`src/rtl/i2s_tx_master_pkg.sv`:
```
// I2S frame constants and FSM encoding shared by the transmit master
// and the receive slave.
package i2s_tx_master_pkg;

    localparam int unsigned SLOTS_PER_FRAME = 32;
    localparam int unsigned WS_SWITCH_SLOT  = 16;
    localparam int unsigned SLOT_W          = $clog2(SLOTS_PER_FRAME);
    localparam int unsigned SAMPLE_W        = 32;

    typedef enum logic [0:0] {
        ST_IDLE = 1'b0,
        ST_RUN  = 1'b1
    } i2s_state_e;

    // Word select is low for the left half-frame, high for the right.
    function automatic logic ws_for_slot(input logic [SLOT_W-1:0] s);
        return (32'(s) >= WS_SWITCH_SLOT);
    endfunction

endpackage

```
`src/rtl/i2s_tx_fifo.sv`:
```
// i2s_tx_fifo: synchronous DEPTH x 32 sample FIFO with registered flags.
// Ports: clk_i/rst_i (sync, active-high), push_i/data_i write side,
// pop_i/data_o show-ahead read side, full_o/empty_o/level_o status.
module i2s_tx_fifo #(
    parameter int unsigned DEPTH = 8,
    parameter int unsigned LVL_W = $clog2(DEPTH) + 1
) (
    input  logic             clk_i,
    input  logic             rst_i,
    input  logic             push_i,
    input  logic [31:0]      data_i,
    input  logic             pop_i,
    output logic [31:0]      data_o,
    output logic             full_o,
    output logic             empty_o,
    output logic [LVL_W-1:0] level_o
);

    localparam int unsigned AW = $clog2(DEPTH);

    logic [31:0]      mem_q [DEPTH];
    logic [AW-1:0]    wr_q;
    logic [AW-1:0]    rd_q;
    logic [LVL_W-1:0] cnt_q;
    logic [LVL_W-1:0] cnt_d;
    logic             full_q;
    logic             empty_q;
    logic             do_push;
    logic             do_pop;

    // A pop frees a slot in the same cycle, so a push on a full
    // FIFO is still accepted when it coincides with a pop.
    assign do_pop  = pop_i && !empty_q;
    assign do_push = push_i && (!full_q || do_pop);

    always_comb begin
        cnt_d = cnt_q;
        unique case ({do_push, do_pop})
            2'b10:   cnt_d = cnt_q + LVL_W'(1);
            2'b01:   cnt_d = cnt_q - LVL_W'(1);
            default: cnt_d = cnt_q;
        endcase
    end

    always_ff @(posedge clk_i) begin
        if (rst_i) begin
            wr_q    <= '0;
            rd_q    <= '0;
            cnt_q   <= '0;
            full_q  <= 1'b0;
            empty_q <= 1'b1;
        end else begin
            if (do_push) wr_q <= wr_q + AW'(1);
            if (do_pop)  rd_q <= rd_q + AW'(1);
            cnt_q   <= cnt_d;
            full_q  <= (cnt_d == LVL_W'(DEPTH));
            empty_q <= (cnt_d == '0);
        end
    end

    always_ff @(posedge clk_i) begin
        if (do_push) mem_q[wr_q] <= data_i;
    end

    assign data_o  = mem_q[rd_q];
    assign full_o  = full_q;
    assign empty_o = empty_q;
    assign level_o = cnt_q;

endmodule

```
`src/rtl/i2s_tx_master.sv`:
```
// i2s_tx_master: I2S transmit master fed from a 32-bit stereo FIFO.
// Ports: WB_CLK/WB_RST (sync, active-high); Enable_i run request;
// Sample_Data_i/Sample_Push_i FIFO write; Fifo_Full_o/Fifo_Empty_o/
// Fifo_Level_o status; Underrun_Intr_o sticky, cleared by
// Underrun_Clr_i; I2S_CLK_o/I2S_WS_CLK_o/I2S_DOUT_o serial outputs.
module i2s_tx_master
    import i2s_tx_master_pkg::*;
#(
    parameter int unsigned CLK_DIV    = 4,
    parameter int unsigned FIFO_DEPTH = 8
) (
    input  logic                          WB_CLK,
    input  logic                          WB_RST,
    input  logic                          Enable_i,
    input  logic [SAMPLE_W-1:0]           Sample_Data_i,
    input  logic                          Sample_Push_i,
    input  logic                          Underrun_Clr_i,
    output logic                          Fifo_Full_o,
    output logic                          Fifo_Empty_o,
    output logic [$clog2(FIFO_DEPTH):0]   Fifo_Level_o,
    output logic                          Underrun_Intr_o,
    output logic                          I2S_CLK_o,
    output logic                          I2S_WS_CLK_o,
    output logic                          I2S_DOUT_o
);

    localparam logic [7:0] DIV_TC = 8'(CLK_DIV - 1);

    i2s_state_e          state_q;
    logic [7:0]          div_q;
    logic [SLOT_W-1:0]   slot_q;
    logic [SLOT_W-1:0]   slot_nx;
    logic                clk_q;
    logic                ws_q;
    logic                dout_q;
    logic                stop_q;
    logic                urun_q;
    logic [SAMPLE_W-1:0] shreg_q;
    logic [SAMPLE_W-1:0] fifo_rdata;
    logic [SAMPLE_W-1:0] load_word;
    logic                fifo_empty;
    logic                div_tc;
    logic                fall;
    logic                frame_end;
    logic                stop;
    logic                pop;
    logic                underrun;

    assign div_tc    = (div_q == DIV_TC);
    assign fall      = (state_q == ST_RUN) && div_tc && clk_q;
    // Falling edge leaving slot 0: frame boundary and pop point.
    assign frame_end = fall && (slot_q == '0);
    // A disable seen at any point in the frame is held until the
    // frame boundary so the right LSB in slot 0 is still sent.
    assign stop      = stop_q || !Enable_i;
    assign pop       = frame_end && !stop;
    assign underrun  = pop && fifo_empty;
    assign slot_nx   = slot_q + SLOT_W'(1);
    assign load_word = fifo_empty ? '0 : fifo_rdata;

    i2s_tx_fifo #(
        .DEPTH (FIFO_DEPTH)
    ) u_fifo (
        .clk_i   (WB_CLK),
        .rst_i   (WB_RST),
        .push_i  (Sample_Push_i),
        .data_i  (Sample_Data_i),
        .pop_i   (pop),
        .data_o  (fifo_rdata),
        .full_o  (Fifo_Full_o),
        .empty_o (fifo_empty),
        .level_o (Fifo_Level_o)
    );

    always_ff @(posedge WB_CLK) begin
        if (WB_RST) begin
            state_q <= ST_IDLE;
            div_q   <= '0;
            slot_q  <= '0;
            clk_q   <= 1'b0;
            ws_q    <= 1'b0;
            dout_q  <= 1'b0;
            stop_q  <= 1'b0;
            urun_q  <= 1'b0;
            shreg_q <= '0;
        end else begin
            // Set wins over a coincident clear.
            urun_q <= underrun || (urun_q && !Underrun_Clr_i);
            unique case (state_q)
                ST_IDLE: begin
                    div_q   <= '0;
                    slot_q  <= '0;
                    clk_q   <= 1'b0;
                    ws_q    <= 1'b0;
                    dout_q  <= 1'b0;
                    stop_q  <= 1'b0;
                    shreg_q <= '0;
                    if (Enable_i && !fifo_empty) state_q <= ST_RUN;
                end
                ST_RUN: begin
                    if (!Enable_i) stop_q <= 1'b1;
                    div_q <= div_tc ? 8'd0 : div_q + 8'd1;
                    if (div_tc) clk_q <= ~clk_q;
                    if (fall) begin
                        if (frame_end && stop) begin
                            state_q <= ST_IDLE;
                            slot_q  <= '0;
                            ws_q    <= 1'b0;
                            dout_q  <= 1'b0;
                        end else begin
                            slot_q <= slot_nx;
                            ws_q   <= ws_for_slot(slot_nx);
                            if (frame_end) begin
                                dout_q  <= load_word[SAMPLE_W-1];
                                shreg_q <= {load_word[SAMPLE_W-2:0], 1'b0};
                            end else begin
                                dout_q  <= shreg_q[SAMPLE_W-1];
                                shreg_q <= {shreg_q[SAMPLE_W-2:0], 1'b0};
                            end
                        end
                    end
                end
                default: state_q <= ST_IDLE;
            endcase
        end
    end

    assign Fifo_Empty_o    = fifo_empty;
    assign Underrun_Intr_o = urun_q;
    assign I2S_CLK_o       = clk_q;
    assign I2S_WS_CLK_o    = ws_q;
    assign I2S_DOUT_o      = dout_q;

endmodule

```
`config.mk`:
```
export PLATFORM = sky130hd
export DESIGN_NAME = i2s_tx_master
export DESIGN_NICKNAME = d
export VERILOG_FILES = /design/src/rtl/i2s_tx_master_pkg.sv /design/src/rtl/i2s_tx_fifo.sv /design/src/rtl/i2s_tx_master.sv
export SDC_FILE = /design/constraint.sdc
export NUM_CORES = 1
export LEC_CHECK = 0
export CORE_ASPECT_RATIO = 1.1
export CORE_MARGIN = 2
export CORE_UTILIZATION = 50
export DETAILED_ROUTE_END_ITERATION = 10
export PLACE_DENSITY_LB_ADDON = 0.1
export SLEW_MARGIN = 10
export SYNTH_ARGS = -nofsm -noshare
export SYNTH_HDL_FRONTEND = slang
export SYNTH_SLANG_ARGS = --single-unit
export TNS_END_PERCENT = 5
```
`constraint.sdc`:
```
create_clock -name WB_CLK -period 4.35 [get_ports WB_CLK]
set_clock_uncertainty 0.2 [all_clocks]
set_input_delay 0.87 -clock WB_CLK [delete_from_list [all_inputs] [get_ports WB_CLK]]
set_output_delay 0.87 -clock WB_CLK [all_outputs]
set_load 0.03 [all_outputs]
```
==> results_dict.tcl, run 1 <==
set metrics [dict create \
    rows 61 \
    ys.warnings.count 0 \
    whs_ns 0.3112 \
    grt_pass1_vias 7345 \
    fin_ws_ns 0.5315 \
    power_w 0.006175 \
    post_cts_buffers 0 \
    crit_family "simple AND/OR/NAND/NOR gates" \
    grt_max_degree 67 \
    synth_seq_cells 320 \
    synth_largest_area_cell "edfxtp_1" \
    path_cells "nor4_4, nand4_1, nor2_1, o21ai_0, ha_1, xor2_1, ha_1, a21oi_1, mux2i_1, mux2_2, o31ai_1" \
    worstPathRequired_ns 4.60 \
    fp.dieW_um 157.8 \
    arrival_ns 4.07 \
    crit_top_cell "ha_1" \
    num_io_pins 47 \
    synth_xor_area_share_pct 0.7410 \
    period_needed_ns 3.818 \
    antenna_found_initial 1 \
    cts.htree.levels 1 \
    io_buffer_count 46 \
    antenna_cells 0 \
    place_congestion 0.7961 \
    setup_viol 0 \
    area_growth_pct 13.97 \
    hold_path_class "flop to flop" \
    relSlewSlack_pct 36.83 \
    cts_inserted_buffers 31 \
    power_density_nw_per_um2 416.7 \
    drc 0 \
    end_kind "flop" \
    syn_avg_cell_area_um2 17.27 \
    fin_crit_sh_pct 87.78 \
    hold_viol_final 0 \
    drv_cap 0 \
    grt_usage_pct 19.60 \
    synth_compound_area_share_pct 7.958 \
    cts_hold_buf 0 \
    via_per_inst 5.876 \
    synth_area_leaders "edfxtp_1, mux4_2, dfxtp_1, mux2_2, o211ai_2" \
    clockBufferDepth 3 \
    cellLeakagePower_nw 4.596 \
    drive_above_1_share_pct 25.91 \
    wl_per_cell_um 22.01 \
    synth_area_um2 13000 \
    ys_seq_area_share_pct 68.98 \
    ant_nets 0 \
    crit_type "flop to flop" \
    final_common_cell "edfxtp_1" \
    synthMuxAreaShare_pct 14.17 \
    most-common-layout-cells "edfxtp_1, mux4_2, dfxtp_1, clkdlybuf4s50_1, a21oi_1" \
    synth_top_family_by_area "multiplexers" \
    die_h_um 173.1 \
    core_area_um2 25420 \
    clkTransAtPathRegs_ns 0.06 \
    slew_violations 0 \
    crit_buf_inv 0 \
    nets 847 \
    fillers 1942 \
    post_cts_resized 0 \
    place_inst 1115 \
    synth_edf_count 256 \
    worst_path_largest_cell_delay_ns 0.63 \
    netlist_instances 753 \
    status "completed" \
    start_util_pct 51.16 \
    worstMarginPinSlew_ns 0.9461 \
    rsz0062_at_grt "false" \
    grt_first_pass_wirelength_um 41170 \
    wl_um 25800 \
    synth_top_area_share_pct 59.12 \
    final_cells 1172 \
    dieArea_um2 27310 \
    peakVddDrop_mv 0.2735 \
    synthAdderAreaFrac_pct 0.7698 \
    yosys.area_share.simple_pct 5.167 \
    vias 6887 \
    dr.pass1.iters 4 \
    worst_path_max_delay_cell "nor4_4" \
    async_reset_ff_share_pct 0 \
    drtIter0Drc 512 \
    cts_tree "yes" \
    critPathLaunchType "flop" \
    overflow 0 \
    clk_latency_ns 0.55 \
    ys_types 55 \
    syn_nets 798 \
    dp_slack_ns 0.3107 \
    cts.sinks 320 \
    place_hpwl_um 13860 \
    synth-main-ff-cell "edfxtp_1" \
    path_max_fanout 12 \
    cts_root_buffer "clkbuf_16" \
    fmax_mhz 261.9 \
]
-- per-stage QoR --
step | setup TNS, ns | instance area [um^2] | util, %
after floorplan | -33.15 | 13000 | -
after global placement | 0 | 13850 | 54.50
after detailed placement | 0 | 13850 | 54.50
after CTS | 0 | 14820 | 58.31
after global routing | 0 | 14820 | 58.31
final | 0 | 14820 | 58.31
-- worst min-delay path, cell delays in order, from the launching register on --
cell     delay (ns)
dfxtp_1        0.31
o21ai_0        0.07
a21oi_1        0.08
-- cell usage after synthesis, types with 2 or more instances --
| cell | n |
|---|---|
| a41oi_1 | 2 |
| edfxtp_1 | 256 |
| nor3_1 | 6 |
| nand2_1 | 38 |
| mux2_2 | 33 |
| a32oi_1 | 31 |
| inv_1 | 8 |
| a21oi_1 | 42 |
| and4_1 | 2 |
| buf_2 | 14 |
| nand3b_1 | 2 |
| xor2_1 | 10 |
| o211ai_2 | 27 |
| a21oi_2 | 2 |
| o21ai_0 | 6 |
| buf_6 | 6 |
| nand4_1 | 6 |
| ha_1 | 8 |
| nor2_1 | 24 |
| dfxtp_1 | 64 |
| and3_1 | 3 |
| nor2b_1 | 6 |
| o211ai_1 | 4 |
| mux2i_1 | 3 |
| and2_1 | 2 |
| mux4_2 | 64 |
| nor3b_1 | 11 |
| nand3_1 | 18 |
| o311ai_0 | 2 |
| clkbuf_1 | 22 |
| buf_1 | 7 |
-- layout make-up --
type	instances	area, um^2	area share (%)
clock buffer	36	814.5	5.496
tap	346	432.9	2.921
timing repair buffer	66	623.1	4.205
inverter	9	33.78	0.2280
sequential	320	8975	60.56
multi-input combinational	374	3786	25.55
clock inverter	21	153.9	1.039
-- power by group --
group | internal [W] | switching, W | leakage [nW]
Sequential | 0.00337 | 0.0000223 | 2.84
Clock | 0.00145 | 0.00109 | 0.494
Combinational | 0.000104 | 0.000143 | 1.26
-- layer usage --
| metal | routed length [um] | vias to the layer above | track usage [%] |
|---|---|---|---|
| li1 | - | 3156 | - |
| met1 | 10880 | 3561 | 25.97 |
| met2 | 13510 | 131 | 34.35 |
| met3 | 983 | 37 | 2.657 |
| met4 | 412 | 2 | 4.545 |
| met5 | 13 | - | 0 |
-- sequential cells by signal (all words and copies together) (netlist names), named ones only --
register	flops
state_q	1
stop_q	1
div_q	8
shreg_q	31
u_fifo.full_o	1
u_fifo.mem_q	256
Underrun_Intr_o	1
I2S_CLK_o	1
I2S_DOUT_o	1
slot_q	5
u_fifo.wr_q	3
u_fifo.empty_o	1
u_fifo.level_o	4
u_fifo.rd_q	3
-- path summary, 6_finish.rpt --
| path | from | to | slack, ns | cells after the start |
|---|---|---|---|---|
| setup reg to reg | div_q[2]$_SDFF_PP0_ | u_fifo.empty_o$_SDFF_PP1_ | 0.53 | 11 |
| hold / removal | u_fifo.rd_q[1]$_SDFFE_PP0P_ | flop | 0.31 | 2 |
| setup / recovery | div_q[2]$_SDFF_PP0_ | u_fifo.empty_o$_SDFF_PP1_ | 0.53 | 11 |
| hold reg to reg | u_fifo.rd_q[1]$_SDFFE_PP0P_ | flop | 0.31 | 2 |
-- kinds of logic after synthesis --
family / Yosys count
XOR/XNOR: 11
adder cells (fa/ha/maj): 8
AO/OA/AOI/OAI: 128
buffers and inverters: 59
AND/OR/NAND/NOR: 127
multiplexers: 100
flip-flops: 320
No activity file was read; power rests on OpenSTA's default activity.
==> inputs of run 2 (changes only) <==
--- a/config.mk
+++ b/config.mk
@@ -8,6 +8,7 @@
 export CORE_ASPECT_RATIO = 1.1
 export CORE_MARGIN = 2
 export CORE_UTILIZATION = 50
+export CTS_BUF_LIST = sky130_fd_sc_hd__clkbuf_8
 export DETAILED_ROUTE_END_ITERATION = 10
 export PLACE_DENSITY_LB_ADDON = 0.1
 export SLEW_MARGIN = 10
==> run 2 against run 1 <==
Setup slack lost 0.0043 ns; worst hold slack gained 0.010 ns; register-to-register slack barely moved; first-iteration DRC count down 12%; non-clock buffer count is the same; final cell count increased by 3.0%; wire length increased by 1.1%; fmax down 0.11%; highest routed layer unchanged; count of clock-buffer cells in the layout is 20 higher; utilization decreased by 0.19 points; die area unchanged.
==> results_dict.tcl, run 2 (synthesized netlist as in run 1, its figures left out) <==
set metrics [dict create \
    cts_inserted_buffers 51 \
    area_growth_pct 13.61 \
    r2r-start "div_q[2]$_SDFF_PP0_" \
    antenna_cells 0 \
    crit_type "flop to flop" \
    setup_tns_ns 0 \
    cts_hold_buf 0 \
    dr.pass1.iters 4 \
    whs_endpoint "div_q[0]$_SDFF_PP0_" \
    cellLeakagePower_nw 4.655 \
    wl_um 26090 \
    end_kind "flop" \
    regMostFlops "u_fifo.mem_q" \
    period_needed_ns 3.823 \
    core_area_um2 25420 \
    clkTransAtPathRegs_ns 0.05 \
    dp_slack_ns 0.3107 \
    io_buffer_count 46 \
    place_hpwl_um 13860 \
    fillers 1969 \
    r2r_cells 11 \
    clk_latency_ns 0.57 \
    vias 7029 \
    final_common_cell "edfxtp_1" \
    overflow 0 \
    postLayoutCellArea_um2 14770 \
    drive_above_1_share_pct 26.36 \
    grt_first_pass_wirelength_um 41120 \
    hold_viol_final 0 \
    rsz0062_at_grt "false" \
    r2r_slack_ns 0.53 \
    cts_tree "yes" \
    clockBufferDepth 3 \
    path_max_fanout 12 \
    start_util_pct 51.16 \
    drc 0 \
    r2r-end "u_fifo.empty_o$_SDFF_PP1_" \
    slew_violations 0 \
    rows 61 \
    power_density_nw_per_um2 400.9 \
    most-common-layout-cells "edfxtp_1, mux4_2, dfxtp_1, clkbuf_8, clkdlybuf4s50_1" \
    worstPathRequired_ns 4.62 \
    arrival_ns 4.09 \
    relSlewSlack_pct 36.03 \
    die_h_um 173.1 \
    reg_top3 "u_fifo.mem_q: 256 flops, shreg_q: 31 flops, div_q: 8 flops" \
    dpl_cell_area_um2 13850 \
    post_cts_resized 0 \
    ant_nets 0 \
    num_io_pins 47 \
    peakVddDrop_mv 0.2491 \
    cts.sinks 320 \
    cts.htree.levels 2 \
    dieArea_um2 27310 \
    grt_max_degree 67 \
    largest_reg_flops 256 \
    place_congestion 0.7961 \
    worstHoldStart "div_q[0]$_SDFF_PP0_" \
    antenna_found_initial 1 \
    fin_crit_sh_pct 87.88 \
    setup_viol 0 \
    grt_pass1_vias 7539 \
    hold_path_class "flop to flop" \
    power_w 0.005922 \
    grt_usage_pct 19.75 \
    status "completed" \
    drv_cap 0 \
    hold_depth 1 \
    fp.dieW_um 157.8 \
    fmax_mhz 261.6 \
    cts_root_buffer "clkbuf_8" \
    wl_per_cell_um 21.62 \
    critPathLaunchType "flop" \
    nets 867 \
    drtIter0Drc 450 \
    fin_ws_ns 0.5272 \
    via_per_inst 5.824 \
    post_cts_buffers 0 \
    worstMarginPinSlew_ns 0.9596 \
]
-- run 2: through the flow --
stage / hold WS, ns / utilization [%] / std cells
after floorplan: 0.2373 / - / 753
after global placement: 0.2504 / 54.50 / 1115
after detailed placement: 0.2951 / 54.50 / 1115
after CTS: 0.3145 / 58.12 / 1207
after global routing: 0.3315 / 58.12 / 1207
final: 0.3214 / 58.12 / 1207
-- run 2: worst max-delay path, cell delays in order (launching register included) --
cell and delay [ns]:
dfxtp_1 0.37, nor4_4 0.63, nand4_1 0.30, nor2_1 0.32
o21ai_0 0.19, ha_1 0.31, xor2_1 0.19, ha_1 0.20
a21oi_1 0.14, mux2i_1 0.30, mux2_2 0.38, o31ai_1 0.19
-- run 2: worst max-delay path by stage --
stage                             start                            to  slack [ns]  depth (start not counted)
CTS                 div_q[2]$_SDFF_PP0_     u_fifo.empty_o$_SDFF_PP1_        0.53                         11
detailed placement             Enable_i     u_fifo.empty_o$_SDFF_PP1_        0.31                         11
floorplan           div_q[0]$_SDFF_PP0_  u_fifo.mem_q[1][0]$_DFFE_PP_       -0.21                          7
finish              div_q[2]$_SDFF_PP0_     u_fifo.empty_o$_SDFF_PP1_        0.53                         11
global placement               Enable_i     u_fifo.empty_o$_SDFF_PP1_        0.39                         11
global route        div_q[2]$_SDFF_PP0_     u_fifo.empty_o$_SDFF_PP1_        0.05                         11
-- run 2: layout make-up --
cell class	instances	area [um^2]	share of cell area (%)
clock buffers	56	770.7	5.218
clock inverters	36	150.1	1.016
inverters	9	33.78	0.2287
multi-input cells	374	3786	25.63
flip-flops and latches	320	8975	60.76
well taps	346	432.9	2.931
repair buffers	66	623.1	4.218
-- run 2: power by group --
part           internal (W)  switching [W]  total, W
sequential          0.00337      0.0000222   0.00339
combinational      0.000104       0.000143  0.000247
clock               0.00118        0.00110   0.00228
total               0.00465        0.00127   0.00592
-- run 2: layer usage --
layer  vias up  global-route usage (%)  part of all wire (%)
li1       3198                       -                     -
met2       149                   34.35                    52
met5         -                       0                 0.042
met1      3629                   25.09                    42
met3        51                   3.709                   4.0
met4         2                   5.947                   2.0
==> inputs of run 3 (changes only) <==
--- a/config.mk
+++ b/config.mk
@@ -11,7 +11,7 @@
 export CTS_BUF_LIST = sky130_fd_sc_hd__clkbuf_8
 export DETAILED_ROUTE_END_ITERATION = 10
 export PLACE_DENSITY_LB_ADDON = 0.1
-export SLEW_MARGIN = 10
+export SKIP_LAST_GASP = 1
 export SYNTH_ARGS = -nofsm -noshare
 export SYNTH_HDL_FRONTEND = slang
 export SYNTH_SLANG_ARGS = --single-unit
==> results of run 3 <==
The final DEF is identical to that of run 2; final timing and power are the same.
